**src/rtl/mem_access_unit.sv**
```systemverilog
// mem_access_unit: turns one decoded load/store into a single handshaked word-bus transaction,
// generating byte enables and replicated store data, and extending load data for the register file.
module mem_access_unit #(
  parameter int TIMEOUT = 255
) (
  input  logic        clk,
  input  logic        reset_n,
  input  logic        start,
  input  logic        write_mem,
  input  logic        mem_partial,
  input  logic [1:0]  mem_optype,
  input  logic [31:0] addr,
  input  logic [31:0] wdata,
  output logic        stall,
  output logic [31:0] rdata,
  output logic        rdata_valid,
  output logic        misalign,
  output logic        bus_err,
  output logic        bus_req,
  output logic        bus_we,
  output logic [31:0] bus_addr,
  output logic [3:0]  bus_be,
  output logic [31:0] bus_wdata,
  input  logic        bus_ack,
  input  logic [31:0] bus_rdata
);

  localparam int CW = $clog2(TIMEOUT + 1);

  typedef enum logic [0:0] {ST_IDLE, ST_BUS} state_t;

  state_t        state_r, state_s;
  logic [CW-1:0] cnt_r;
  logic [1:0]    optype_r;
  logic          partial_r;
  logic [1:0]    off_r;
  logic [31:0]   rdata_r, bus_addr_r, bus_wdata_r;
  logic [3:0]    bus_be_r;
  logic          rdata_valid_r, misalign_r, bus_err_r, bus_req_r, bus_we_r;

  logic          misalign_s, accept_s, ack_done_s, timeout_s;
  logic [3:0]    be_s;
  logic [31:0]   wdata_rep_s, ext_s;
  logic [15:0]   lane_s;

  // Size decode: alignment check, byte enables and lane-replicated store data.
  always_comb begin
    misalign_s  = 1'b0;
    be_s        = 4'b0000;
    wdata_rep_s = wdata;
    if (!mem_partial) begin
      misalign_s  = (addr[1:0] != 2'b00);
      be_s        = 4'b1111;
      wdata_rep_s = wdata;
    end else if (mem_optype[0]) begin
      misalign_s  = addr[0];
      be_s        = addr[1] ? 4'b1100 : 4'b0011;
      wdata_rep_s = {2{wdata[15:0]}};
    end else begin
      misalign_s  = 1'b0;
      be_s        = 4'b0001 << addr[1:0];
      wdata_rep_s = {4{wdata[7:0]}};
    end
  end

  assign accept_s = (state_r == ST_IDLE) & start & ~misalign_s;

  // Load extraction from the latched byte offset, then sign or zero extension.
  always_comb begin
    lane_s = 16'(bus_rdata >> {off_r, 3'b000});
    ext_s  = bus_rdata;
    if (!partial_r) begin
      ext_s = bus_rdata;
    end else if (optype_r[0]) begin
      ext_s = {{16{optype_r[1] & lane_s[15]}}, lane_s[15:0]};
    end else begin
      ext_s = {{24{optype_r[1] & lane_s[7]}}, lane_s[7:0]};
    end
  end

  // Next-state logic; ACK wins over a timeout landing in the same cycle.
  always_comb begin
    state_s    = state_r;
    ack_done_s = 1'b0;
    timeout_s  = 1'b0;
    case (state_r)
      ST_IDLE: begin
        if (accept_s) state_s = ST_BUS;
        else          state_s = ST_IDLE;
      end
      ST_BUS: begin
        if (bus_ack) begin
          state_s    = ST_IDLE;
          ack_done_s = 1'b1;
        end else if (cnt_r == CW'(TIMEOUT - 1)) begin
          state_s   = ST_IDLE;
          timeout_s = 1'b1;
        end else begin
          state_s = ST_BUS;
        end
      end
      default: state_s = ST_IDLE;
    endcase
  end

  // State register.
  always_ff @(posedge clk) begin
    if (!reset_n) state_r <= ST_IDLE;
    else          state_r <= state_s;
  end

  // Bus-side registers, wait counter and response pulses.
  always_ff @(posedge clk) begin
    if (!reset_n) begin
      cnt_r         <= '0;
      optype_r      <= 2'b00;
      partial_r     <= 1'b0;
      off_r         <= 2'b00;
      rdata_r       <= 32'h0000_0000;
      rdata_valid_r <= 1'b0;
      misalign_r    <= 1'b0;
      bus_err_r     <= 1'b0;
      bus_req_r     <= 1'b0;
      bus_we_r      <= 1'b0;
      bus_addr_r    <= 32'h0000_0000;
      bus_be_r      <= 4'b0000;
      bus_wdata_r   <= 32'h0000_0000;
    end else begin
      rdata_valid_r <= 1'b0;
      misalign_r    <= (state_r == ST_IDLE) & start & misalign_s;
      bus_err_r     <= timeout_s;
      if (accept_s) begin
        bus_req_r   <= 1'b1;
        bus_we_r    <= write_mem;
        bus_addr_r  <= {addr[31:2], 2'b00};
        bus_be_r    <= be_s;
        bus_wdata_r <= wdata_rep_s;
        optype_r    <= mem_optype;
        partial_r   <= mem_partial;
        off_r       <= addr[1:0];
        cnt_r       <= '0;
      end else if (state_r == ST_BUS) begin
        cnt_r <= cnt_r + CW'(1);
        if (ack_done_s | timeout_s) bus_req_r <= 1'b0;
        if (ack_done_s && !bus_we_r) begin
          rdata_r       <= ext_s;
          rdata_valid_r <= 1'b1;
        end
      end
    end
  end

  assign stall       = reset_n & (accept_s | (state_r == ST_BUS));
  assign rdata       = rdata_r;
  assign rdata_valid = rdata_valid_r;
  assign misalign    = misalign_r;
  assign bus_err     = bus_err_r;
  assign bus_req     = bus_req_r;
  assign bus_we      = bus_we_r;
  assign bus_addr    = bus_addr_r;
  assign bus_be      = bus_be_r;
  assign bus_wdata   = bus_wdata_r;

endmodule
```
**config.mk**
```make
export PLATFORM = sky130hd
export DESIGN_NAME = mem_access_unit
export DESIGN_NICKNAME = d
export VERILOG_FILES = /design/src/rtl/mem_access_unit.sv
export SDC_FILE = /design/constraint.sdc
export NUM_CORES = 1
export LEC_CHECK = 0
export CAP_MARGIN = 20
export CORE_AREA = 2 2 110 112
export DETAILED_ROUTE_END_ITERATION = 7
export DIE_AREA = 0 0 112 114
export PLACE_DENSITY = 0.82
export RECOVER_POWER = 50
export SLEW_MARGIN = 25
export SYNTH_ARGS = -nofsm -noshare
export SYNTH_HDL_FRONTEND = slang
export SYNTH_SLANG_ARGS = --single-unit
export TNS_END_PERCENT = 20
```
**constraint.sdc**
```tcl
create_clock -name clk -period 4.6 [get_ports clk]
set_clock_uncertainty 0.2 [all_clocks]
set_input_delay 0.46 -clock clk [delete_from_list [all_inputs] [get_ports clk]]
set_output_delay 0.46 -clock clk [all_outputs]
set_load 0.1 [all_outputs]
```
==> run metrics, run 1 <==
row count=40; vias per cell=5.460; post-synthesis register bit count=117; DRT Pass-1 Iters=5; CTS tree=built; Worst-Skew Late Latency=420 ps; async set-or-reset flop fraction in the synthesized netlist=0; Synth area leaders=dfxtp_1 44%, nand2_1 9.6%, a21boi_0 8.5%, mux2i_1 4.5%, o211ai_1 3.5%; Final GP Congestion=0.8976; Routed WL=between 15 and 20 mm; pin count of the biggest net entering global routing=just over 70; Die H=114 µm; antenna violations before repair=1; Hold Crit Start=bus_addr[16]; crit-path cells=dlygate4sd3_1 > nor2_1 > o211a_1 > o21a_1 > buf_4; Synth Instances=about 600; worst reg-to-reg path cell count=5; Min-Delay Path Class=reg -> reg; most common cell after layout, fill and taps aside=clkdlybuf4s50_1; hpwl dp=between 10 and 15 mm; PostCTS Resize Cnt=0; worst slack, placed=roughly 1600 ps; CP Class=in -> out; final hold vios=0; Worst R2R Setup Slack=1430 ps; die area=0.01277 mm²; htree depth=4; Max-Cap Viols=1; P per Cell Area=401.8 mW/mm²; final core occ=0.6753; fmax=approximately 280 MHz; IO Pins=210; FF-to-FF Start=off_r[0]; hold path cells=2; grt ovf=0; Most used DFF post-synth=dfxtp_1; # Post-CTS Setup Buffers=0; vias in the first global route=5,219; share of cells above drive strength 1=0.07035; setup TNS=0 ps; most frequent cells in the layout=177 x clkdlybuf4s50_1, 136 x nand2_1, 116 x dfxtp_1; min cycle time layout=3633 ps; Root Driver=clkbuf_16; CP Max Fanout=53; core area=between 0.01 and 0.015 mm²; Critical Path AT=2970 ps; final setup fails=0; Tcrit/Tclk final=0.7898; failing checks=capacitance limit, slew limit; worst vdd ir=0.2542 mV; first-pass GRT wire length=25.79 mm; Post-synth EDFFs=0; clock buffer depth=2; Crit Reg-Reg Endpoint=rdata[29]; # clock sinks=117; top cell type's share of synthesized area=0.4422; Bufs and invs on worst path=2; critical path required time=slightly below 4000 ps; RSZ-0062 raised after global routing=no; First DRT Iteration DRCs=310; Final ANT Viol Nets=0; Slew @ Worst Pin=1547 ps; Avg Inst Size Synth=8.783 µm²; WL per Instance=17.40 µm; number of nets in the layout=889; Cell variety after synth=44; yosys warns=0; Starting Density=0.4522; Endpoint, Worst Hold=bus_addr[16]; Synth Cell Area=0.005296 mm²; Worst path slowest cell=o211a_1; Setup crit start kind=input port; Critical Path Source=addr[0]; Overall Global Routing Usage=0.2556; Critical Path Sink Type=output port; status=finished, violations left; largest area contributor in the netlist=dfxtp_1; hold_buf cts=0; worst relative slew slack=-0.03134; Die W=112 µm; sequential area share after synthesis=0.4422; Pins Over Slew Limit=54; Top delay family on crit path=compound AO/OA/AOI/OAI gates; drt drc=0; IO Port Bufs=207; Clk pin slew, worst setup/hold paths=around 50 ps; Synth-to-Final Area Change=49.33%; Vias=approximately 5,200; Worst Setup Slack, final=a little under 1000 ps; leakage=3.079 nW; max incr delay on CP=1220 ps; clock buffer count from CTS=17
[routing by layer]
| layer | up-vias | routed length (µm) | global-route usage |
|---|---|---|---|
| li1 | 2478 | - | - |
| met1 | 2415 | 6194 | 0.2774 |
| met2 | 226 | 8069 | 0.4271 |
| met3 | 35 | 1691 | 0.1158 |
| met4 | 0 | 465 | 0.1244 |
| met5 | - | 0 | 0 |
[power breakdown]
part	switching, mW	internal (mW)	leakage [nW]
Sequential	0.0373	1.07	0.954
Combinational	0.513	0.224	1.83
Clock	0.450	0.887	0.299
Total	1.00	2.18	3.08
[registers in the layout, indices dropped and copies added, names as in the netlist]
signal       flops
bus_addr        30
bus_be           4
bus_err          1
bus_req          1
bus_wdata       32
bus_we           1
cnt_r            8
misalign         1
off_r            2
optype_r         2
partial_r        1
rdata           32
rdata_valid      1
state_r          1
[per-stage QoR]
| stage | hold slack [ps] | total power, mW | cells | area (µm²) |
|---|---|---|---|---|
| after floorplan | 272.8 | 1.631 | 604 | 5300 |
| after global placement | 250.7 | 1.853 | 911 | 7333 |
| after detailed placement | 257.0 | 1.864 | 911 | 7333 |
| after CTS | 265.9 | 3.205 | 943 | 7935 |
| after global routing | 284.1 | 3.282 | 944 | 7909 |
| final | 260.8 | 3.177 | 944 | 7909 |
[tightest hold or removal path, stage by stage, from the launching register on]
cell and delay [ps]:
dfxtp_1 300, nand2_1 40, a21boi_0 60
[synth_stat cells, drive strengths merged, types with 8 or more instances]
cell and count:
o211a 14, nand2 136, nand2b 17, a21boi 60
nor2 20, o211ai 26, a31oi 16, a21oi 8
dfxtp 117, a211oi 8, o21ai 23, buf 20
mux2i 24, mux2 11, clkbuf 33
[cell type report]
cell class	count	area [µm²]
antenna	1	2.502
clock buffer	22	474.2
clock inverter	10	127.6
fill	923	3802
inverter	5	18.77
multi-input combinational	429	2658
sequential	117	2344
tap	147	183.9
timing repair buffer	213	2101
[worst max path at each step]
stage | to | slack [ps] | cells after the start
2_1_floorplan | stall | 1950 | 5
3_3_place_gp | stall | 1620 | 5
3_5_place_dp | stall | 1580 | 5
4_1_cts | stall | 1560 | 4
5_1_grt | stall | 760 | 4
6_report | stall | 970 | 5
[kinds of logic after synthesis]
kind of cell | after synthesis | synth area share
buf+inv | 58 | 0.05481
flops | 117 | 0.4422
xor+xnor | 7 | 0.01158
compound gates | 181 | 0.2476
simple gates | 201 | 0.1654
fa+ha+maj | 2 | 0.004724
mux | 36 | 0.07300
other cells | 1 | 0.0007080
(Power assumes the default switching activity.)
==> inputs of run 2 (changes only) <==
CORE_AREA = 2 2 113 115   (was 2 2 110 112)
DIE_AREA = 0 0 115 117   (was 0 0 112 114)
PLACE_DENSITY = 0.78   (was 0.82)
clock period = 3.5 ns   (was 4.6 ns; I/O delays follow)
==> run 2 against run 1 <==
The run now ends clean. Register-to-register slack worse by 660 ps. Total power increased by 31%. Cell area increased by 0.71%. Non-clock buffer count is 3 higher. First-iteration DRC count rose by 17%. Clock power grew 30%. Combinational power grew 34%. Die area grew 5.4%. Global-route usage shrank 1.4 points. Sequential share of layout area shrank 0.23 points. Critical path type is now reg -> out.
==> run metrics, run 2 (synthesis results as in run 1) <==
final core occ=0.6470 (was 0.6753); Root Driver=clkbuf_16 (unchanged); Int Pwr=2.842 mW (was 2.177 mW); Comb power frac=0.236 (was 0.232); Cell Area, Placed=0.007385 mm² (was 0.007333 mm²); Worst R2R Setup Slack=770 ps (was 1430 ps); hold path cells=2 (unchanged); final setup fails=0 (unchanged); Clk pin slew, worst setup/hold paths=50 ps (about the same); setup TNS=0 ps (unchanged); Min-Delay Path Class=reg -> reg (unchanged); min cycle time layout=roughly 2800 ps; Crit Reg-Reg Endpoint=rdata[28] (was rdata[29]); Vias=5,134 (was 5,154); Synth-to-Final Area Change=50.39% (was 49.33%); most common cell after layout, fill and taps aside=clkdlybuf4s50_1 (unchanged); IO Pins=210 (unchanged); WL met1=6.554 mm (was 6.194 mm); metal3 WL=1.632 mm (was 1.691 mm); Pins Over Slew Limit=0 (was 54); antenna violations before repair=0 (was 1); status=finished, final reports clean (was finished, violations left); leakage=3.017 nW (was 3.079 nW); worst reg-to-reg path cell count=5 (unchanged); switching pwr=1.331 mW (was 1.001 mW); # Post-CTS Setup Buffers=0 (unchanged); IO Port Bufs=207 (unchanged); number of nets in the layout=892 (was 889); CP Max Fanout=19 (was 53); die area=0.01346 mm² (was 0.01277 mm²); # clock sinks=117 (unchanged); worst relative slew slack=0.2716 (was -0.03134); clock buffer depth=2 (unchanged); final hold vios=0 (unchanged); Tcrit/Tclk final=0.8058; Slew @ Worst Pin=1093 ps (was 1547 ps); worst vdd ir=0.3620 mV (was 0.2542 mV); clock buffer count from CTS=17 (unchanged); switch share=0.3188 (was 0.3149); Setup crit start kind=flip-flop (was input port); PostCTS Resize Cnt=0 (unchanged); Starting Density=0.4302 (was 0.4522); share of cells above drive strength 1=0.07635 (was 0.07035); vias in the first global route=5,072 (was 5,219); drt drc=0 (unchanged); Die H=117 µm (was 114 µm); grt ovf=0 (unchanged); First DRT Iteration DRCs=364 (was 310); hpwl dp=11.53 mm (was 11.43 mm); P per Cell Area=523.9 mW/mm² (was 401.8 mW/mm²); Final Cell Area=0.007965 mm² (was 0.007909 mm²); RSZ-0062 raised after global routing=no (unchanged); first-pass GRT wire length=25.40 mm (was 25.79 mm); Worst-Skew Late Latency=410 ps (was 420 ps); Final ANT Viol Nets=0 (unchanged); Clk network pwr share=0.417 (was 0.421); Antenna diodes=0 (was 1); Seq pwr share=0.347 (about the same); most frequent cells in the layout=202 x clkdlybuf4s50_1, 136 x nand2_1, 117 x dfxtp_1 (was 177 x clkdlybuf4s50_1, 136 x nand2_1, 116 x dfxtp_1); Routed WL=16.35 mm (was 16.42 mm); Die W=115 µm (was 112 µm); highest routed layer=met4 (unchanged); pin count of the biggest net entering global routing=59 (was 72); CTS tree=built (unchanged); Endpoint, Worst Hold=partial_r (was bus_addr[16]); fmax=354.6 MHz; WL per Instance=17.23 µm (was 17.40 µm); Critical Path AT=2270 ps (was 2970 ps); vias per cell=5.410 (was 5.460); DRT Pass-1 Iters=4 (was 5); Overall Global Routing Usage=0.2421 (was 0.2556); CP Class=reg -> out (was in -> out); hold_buf cts=0 (unchanged); FF-to-FF Start=off_r[0] (unchanged); core area=0.01231 mm² (was 0.01171 mm²); Max-Cap Viols=0 (was 1); Final GP Congestion=0.8496 (was 0.8976); critical path required time=2950 ps (was 3940 ps); Hold Crit Start=partial_r (was bus_addr[16]); met2 WL=7.855 mm (was 8.069 mm); row count=41 (was 40); Critical Path Sink Type=output port (unchanged); htree depth=4 (unchanged)
[run 2: power by group through the flow]
stage                     registers, mW  clock network [mW]  logic (mW)
final                              1.45                1.74       0.984
after global routing               1.45                1.83        1.03
after CTS                          1.45                1.76       0.990
after detailed placement           1.47                   0       0.985
after global placement             1.47                   0       0.975
after floorplan                    1.90                   0       0.241
[run 2: per-layer routing]
metal / track usage / vias to the layer above
li1: - / 2482
met2: 0.4188 / 237
met5: 0 / -
met1: 0.2755 / 2391
met4: 0.09076 / 0
met3: 0.08702 / 24
[run 2: worst max-delay path: stages (launching register included)]
cell and delay, ps:
dfxtp_1 460, nor2b_1 370, o211a_1 600, o21a_1 240, buf_12 190
[run 2: final cells by class]
| cell class | instances | area (µm²) |
|---|---|---|
| Clock buffer | 24 | 501.7 |
| Inverter | 5 | 18.77 |
| Multi-Input combinational cell | 429 | 2676 |
| Sequential cell | 117 | 2342 |
| Fill cell | 999 | 4347 |
| Tap cell | 150 | 187.7 |
| Clock inverter | 8 | 96.34 |
| Timing Repair Buffer | 216 | 2142 |
[run 2: how the worst max path moves through the flow]
stage,startpoint,endpoint,cells after the start,slack [ps]
3_5_place_dp,addr[0],bus_addr[24],6,810
5_1_grt,state_r,bus_addr[31],5,520
6_report,state_r,stall,4,680
3_3_place_gp,addr[1],bus_addr[26],6,910
4_1_cts,state_r,stall,4,900
2_1_floorplan,start,stall,5,1070
[run 2: stage by stage]
stage / instances / hold slack [ps] / total power, mW / setup WS (ps)
floorplan: 604 / 272.8 / 2.144 / 1067
global placement: 917 / 247.9 / 2.445 / 908.0
detailed placement: 917 / 259.8 / 2.458 / 808.4
CTS: 949 / 267.0 / 4.201 / 900.9
global route: 949 / 285.2 / 4.313 / 521.5
finish: 949 / 263.3 / 4.173 / 679.8
==> inputs of run 3 (changes only) <==
clock period = 2.65 ns   (was 3.5 ns; I/O delays follow)
==> run 3 against run 2 <==
Total power is 29% higher. Cell area fell by 7.3%. Sequential share of layout area rose by 2.3 points. Die area unchanged. Highest routed layer unchanged.
==> run metrics, run 3 (synthesis results as in run 1) <==
Tcrit/Tclk final=0.8700; final hold vios=0 (unchanged); Slew @ Worst Pin=1286 ps (was 1093 ps); Pins Over Slew Limit=0 (unchanged); FF-to-FF Start=off_r[0] (unchanged); pin count of the biggest net entering global routing=46 (was 59); Clk pin slew, worst setup/hold paths=50 ps (about the same); CTS tree=built (unchanged); Hold Crit Start=reset_n (was partial_r); Synth-to-Final Area Change=39.36% (was 50.39%); htree depth=4 (unchanged); min cycle time layout=2305 ps; Cell Area, Placed=0.007187 mm² (was 0.007385 mm²); Final Cell Area=0.007381 mm² (was 0.007965 mm²); Hold WS=170.8 ps (was 263.3 ps); status=finished, final reports clean (unchanged); number of nets in the layout=901 (was 892); Routed WL=16.59 mm (was 16.35 mm); Bufs and invs on worst path=3 (was 1); Die W=115 µm (unchanged); Antenna diodes=0 (unchanged); IO Pins=210 (unchanged); setup TNS=0 ps (unchanged); Final Non-Filler Cells=958 (was 949); # Post-CTS Setup Buffers=0 (unchanged); Worst path slowest cell=dlygate4sd3_1 (was o211a_1); P per Cell Area=727.9 mW/mm² (was 523.9 mW/mm²); Top delay family on crit path=buffers and inverters (was compound AO/OA/AOI/OAI gates); Worst-Skew Late Latency=410 ps (about the same); most frequent cells in the layout=136 x nand2_1, 117 x dfxtp_1, 107 x clkbuf_1 (was 202 x clkdlybuf4s50_1, 136 x nand2_1, 117 x dfxtp_1); die area=0.01346 mm² (unchanged); Overall Global Routing Usage=0.2468 (was 0.2421); Int Pwr=3.611 mW (was 2.842 mW); Min-Delay Path Class=in -> reg (was reg -> reg); clock buffer count from CTS=17 (unchanged); first-pass GRT wire length=25.76 mm (was 25.40 mm); grt ovf=0 (unchanged); Comb power frac=0.227 (was 0.236); drt drc=0 (unchanged); Power Total=5.372 mW (was 4.173 mW); fmax=433.8 MHz; IO Port Bufs=207 (unchanged); Setup crit start kind=input port (was flip-flop); # clock sinks=117 (unchanged); switch share=0.3279 (was 0.3188); vias in the first global route=5,195 (was 5,072); RSZ-0062 raised after global routing=no (unchanged); most common cell after layout, fill and taps aside=nand2_1 (was clkdlybuf4s50_1); antenna violations before repair=0 (unchanged); First DRT Iteration DRCs=368 (was 364); Critical Path Sink Type=output port (unchanged); crit-path cells=dlygate4sd3_1 > clkbuf_1 > o211a_4 > o21a_1 > buf_12 (was nor2b_1 > o211a_1 > o21a_1 > buf_12); Post-Place Cells=925 (was 917); vias per cell=5.455 (was 5.410); worst vdd ir=0.4075 mV (was 0.3620 mV); CP Max Fanout=21 (was 19); Seq pwr share=0.356 (was 0.347); hpwl dp=12.15 mm (was 11.53 mm); switching pwr=1.761 mW (was 1.331 mW); Vias=5,226 (was 5,134); share of cells above drive strength 1=0.08663 (was 0.07635); row count=41 (unchanged); Root Driver=clkbuf_16 (unchanged); Starting Density=0.4302 (unchanged); final core occ=0.5995 (was 0.6470); critical path required time=2180 ps (was 2950 ps); CP Class=in -> out (was reg -> out); worst slack, placed=316.1 ps (was 808.4 ps); Final ANT Viol Nets=0 (unchanged); Worst R2R Setup Slack=560 ps (was 770 ps); clock buffer depth=2 (unchanged); DRT Pass-1 Iters=5 (was 4); worst relative slew slack=0.1464 (was 0.2716); max incr delay on CP=520 ps (was 600 ps); Max-Cap Viols=0 (unchanged); leakage=2.812 nW (was 3.017 nW); Worst Setup Slack, final=344.6 ps (was 679.8 ps); PostCTS Resize Cnt=0 (unchanged); Critical Path Source=mem_partial (was state_r); final setup fails=0 (unchanged); hold_buf cts=1 (was 0); Final GP Congestion=0.9278 (was 0.8496); WL per Instance=17.32 µm (was 17.23 µm); Die H=117 µm (unchanged); Critical Path AT=1840 ps (was 2270 ps); core area=0.01231 mm² (unchanged); Clk network pwr share=0.417 (about the same)
run 3: cell types whose count changed in the layout (fill, tap and decap cells not counted), moves of 2 or more:
| cell | delta |
|---|---|
| clkdlybuf4s50_1 | -101 |
| buf_4 | +9 |
| clkbuf_1 | +103 |
| clkinv_2 | +3 |
| clkbuf_8 | -2 |
run 3: layout make-up:
type | instances | area, µm²
inverters | 5 | 18.77
clock inverters | 10 | 103.9
clock buffers | 22 | 474.2
repair buffers | 225 | 1570
fillers | 1114 | 4931
multi-input cells | 429 | 2684
flip-flops and latches | 117 | 2342
well taps | 150 | 187.7
run 3: per-layer routing:
layer / routed length [µm] / vias up / global-route usage
li1: - / 2498 / -
met2: 7813 / 246 / 0.4035
met4: 593 / 0 / 0.1365
met5: 0 / - / 0
met1: 6636 / 2438 / 0.2816
met3: 1550 / 44 / 0.09011
run 3: power groups by stage:
stage,Clock (mW),Sequential (mW),Combinational (mW)
floorplan,0,2.51,0.318
global placement,0,1.94,1.27
detailed placement,0,1.95,1.29
CTS,2.28,1.91,1.29
global route,2.36,1.92,1.28
finish,2.24,1.91,1.22
run 3: path summary, 6_finish.rpt:
kind                                    end  depth (start not counted)
worst max-delay path                  stall                          5
worst min register to register  bus_addr[5]                          2
worst max register to register    rdata[25]                          5
worst min-delay path                state_r                          2
==> RTL change (flow settings as in run 2) <==
Remove the register `bus_err_r`: a continuous assignment takes its place, so the output `bus_err` follows one clock earlier.
--- a/src/rtl/mem_access_unit.sv
+++ b/src/rtl/mem_access_unit.sv
@@ -119,7 +119,6 @@
       rdata_r       <= 32'h0000_0000;
       rdata_valid_r <= 1'b0;
       misalign_r    <= 1'b0;
-      bus_err_r     <= 1'b0;
       bus_req_r     <= 1'b0;
       bus_we_r      <= 1'b0;
       bus_addr_r    <= 32'h0000_0000;
@@ -128,7 +127,6 @@
     end else begin
       rdata_valid_r <= 1'b0;
       misalign_r    <= (state_r == ST_IDLE) & start & misalign_s;
-      bus_err_r     <= timeout_s;
       if (accept_s) begin
         bus_req_r   <= 1'b1;
         bus_we_r    <= write_mem;
@@ -150,6 +148,8 @@
     end
   end
 
+  assign bus_err_r = timeout_s;
+
   assign stall       = reset_n & (accept_s | (state_r == ST_BUS));
   assign rdata       = rdata_r;
   assign rdata_valid = rdata_valid_r;
Behaviour: same outputs for any inputs over 4 cycles, from zero or initial values and one cycle with reset_n low; that may be too few to reach the edited logic, so the function may still have changed.
==> RTL change against run 2 <==
Synthesized area decreased by 1.2%. Combinational power decreased by 3.5%. Die area unchanged. Via count increased by 1.0%. Sequential cell count decreased by 1. Routed wire length increased by 0.11%. Total power decreased by 6.0%. Clock power decreased by 11%. Worst setup slack improved by 0.096 ns. First-iteration DRC count decreased by 37%. Design area decreased by 1.2%. Critical path type unchanged. Largest cell class unchanged. Largest power group unchanged.
==> RTL change: results (changes against run 2) <==
Status
  – Status: completed (unchanged)

Global routing
  – First-pass GRT wire length: 25.9 mm (was 25.4 mm)
  – Pin count of the biggest net entering global routing: 70 (was 59)
  – Total track usage: 24.8% (was 24.2%)
  – Vias in the first global route: 5221 (was 5072)
  – Initial antenna violation count: 1 (was 0)

Worst setup path
  – Cells on worst reg2reg path: 5 (unchanged)
  – Crit-path max FO: 16 (was 19)
  – Data arrival, critical path: 2.17 ns (was 2.27 ns)

Power and ir drop
  – Static Leak: 2.99 nW (was 3.02 nW)
  – Max IR drop VDD: 0.335 mV (was 0.362 mV)

Synthesis
  – Main synth FF type: dfxtp_1 (unchanged)
  – Area of the mapped netlist: 5230 um^2 (was 5300 um^2)
  – Ys Warns: 0 (unchanged)
  – Distinct cell type count after synthesis: 43 (was 44)
  – Largest cells by area after synthesis: dfxtp_1 (44%), nand2_1 (9.8%), a21boi_0 (8.6%) (was dfxtp_1 (44%), nand2_1 (9.6%), a21boi_0 (8.5%))
  – Commonest cells in the netlist: nand2_1 (137), dfxtp_1 (116), a21boi_0 (60) (was nand2_1 (136), dfxtp_1 (117), a21boi_0 (60))
  – Seq/Total Area, Yosys: 44.4% (was 44.2%)

Finish
  – Layout net count: 891 (was 892)
  – Share of post-route cells with drive strength above 1: 7.29% (was 7.63%)
  – FILL cells: 1003 (was 999)

CTS
  – Clk root buf: clkbuf_16 (unchanged)
  – H-tree depth: 4 (unchanged)
  – Total CTS buffers: 17 (unchanged)

Drt
  – Total number of vias: 5186 (was 5134)
  – Starting DRT DRC Count: 230 (was 364)
  – Wire per inst: 17.3 um (was 17.2 um)

Min path
  – Hold Crit Class: input pin to register (was register to register)

Timing
  – Slew @ Worst Pin: 1.31 ns (was 1.09 ns)

Place
  – GPL Wtd Cong: 0.896 (was 0.850)
  – DP Area: 7360 um^2 (was 7380 um^2)
  – HPWL Detailed: 11.7 mm (was 11.5 mm)
-- RTL change: cell type report --
type | instances | area (um^2) | area share (%)
clock buffers | 25 | 505 | 6.42
clock inverters | 5 | 25.0 | 0.318
inverters | 5 | 18.8 | 0.238
multi-input cells | 429 | 2650 | 33.7
flip-flops and latches | 116 | 2320 | 29.5
well taps | 150 | 188 | 2.38
repair buffers | 216 | 2160 | 27.4
-- RTL change: per-stage QoR --
step | utilization (%) | worst slack [ns] | instances | power [mW]
global route | 63.9 | 0.584 | 946 | 4.07
finish | 63.9 | 0.776 | 946 | 3.92
floorplan | - | 1.27 | 603 | 2.10
detailed placement | 59.8 | 0.878 | 916 | 2.41
global placement | 59.8 | 0.943 | 916 | 2.40
CTS | 64.1 | 0.770 | 946 | 3.96
-- RTL change: metal layers --
metal,vias up,routed length [um],part of all wire [%],GRT usage (%)
met5,-,18,0.11,0
met4,2,736,4.5,13.4
met3,57,1580,9.6,9.78
met2,235,7830,48,40.6
met1,2413,6210,38,28.0
li1,2479,-,-,-
-- RTL change: kinds of logic after synthesis --
group	after synthesis	share of synthesized area, %
AND/OR/NAND/NOR	201	16.7
AO/OA/AOI/OAI	181	25.0
flip-flops	116	44.4
buffers and inverters	58	4.85
multiplexers	36	7.39
XOR/XNOR	7	1.17
adder cells (fa/ha/maj)	2	0.478
other	1	0.0717
-- RTL change: power by group --
group / total [mW] / internal [mW] / switching (mW)
Sequential: 1.43 / 1.39 / 0.0465
Clock: 1.54 / 0.982 / 0.559
Combinational: 0.950 / 0.299 / 0.651
Total: 3.92 / 2.67 / 1.26
-- RTL change: worst max-delay path, stage by stage, from the launching register on --
cell and delay (ns):
dfxtp_1 0.45, nor2b_1 0.31, o211a_1 0.57, o21a_1 0.24
buf_12 0.19
-- RTL change: final timing paths --
| path | start | endpoint | slack, ns |
|---|---|---|---|
| min | reset_n | bus_req$_SDFFE_PN0P_ | 0.21 |
| max reg2reg | off_r[0]$_SDFFE_PN0P_ | rdata[17]$_SDFFE_PN0P_ | 0.82 |
| max | state_r$_SDFF_PN0_ | stall | 0.78 |
| min reg2reg | bus_addr[28]$_SDFFE_PN0P_ | bus_addr[28]$_SDFFE_PN0P_ | 0.26 |
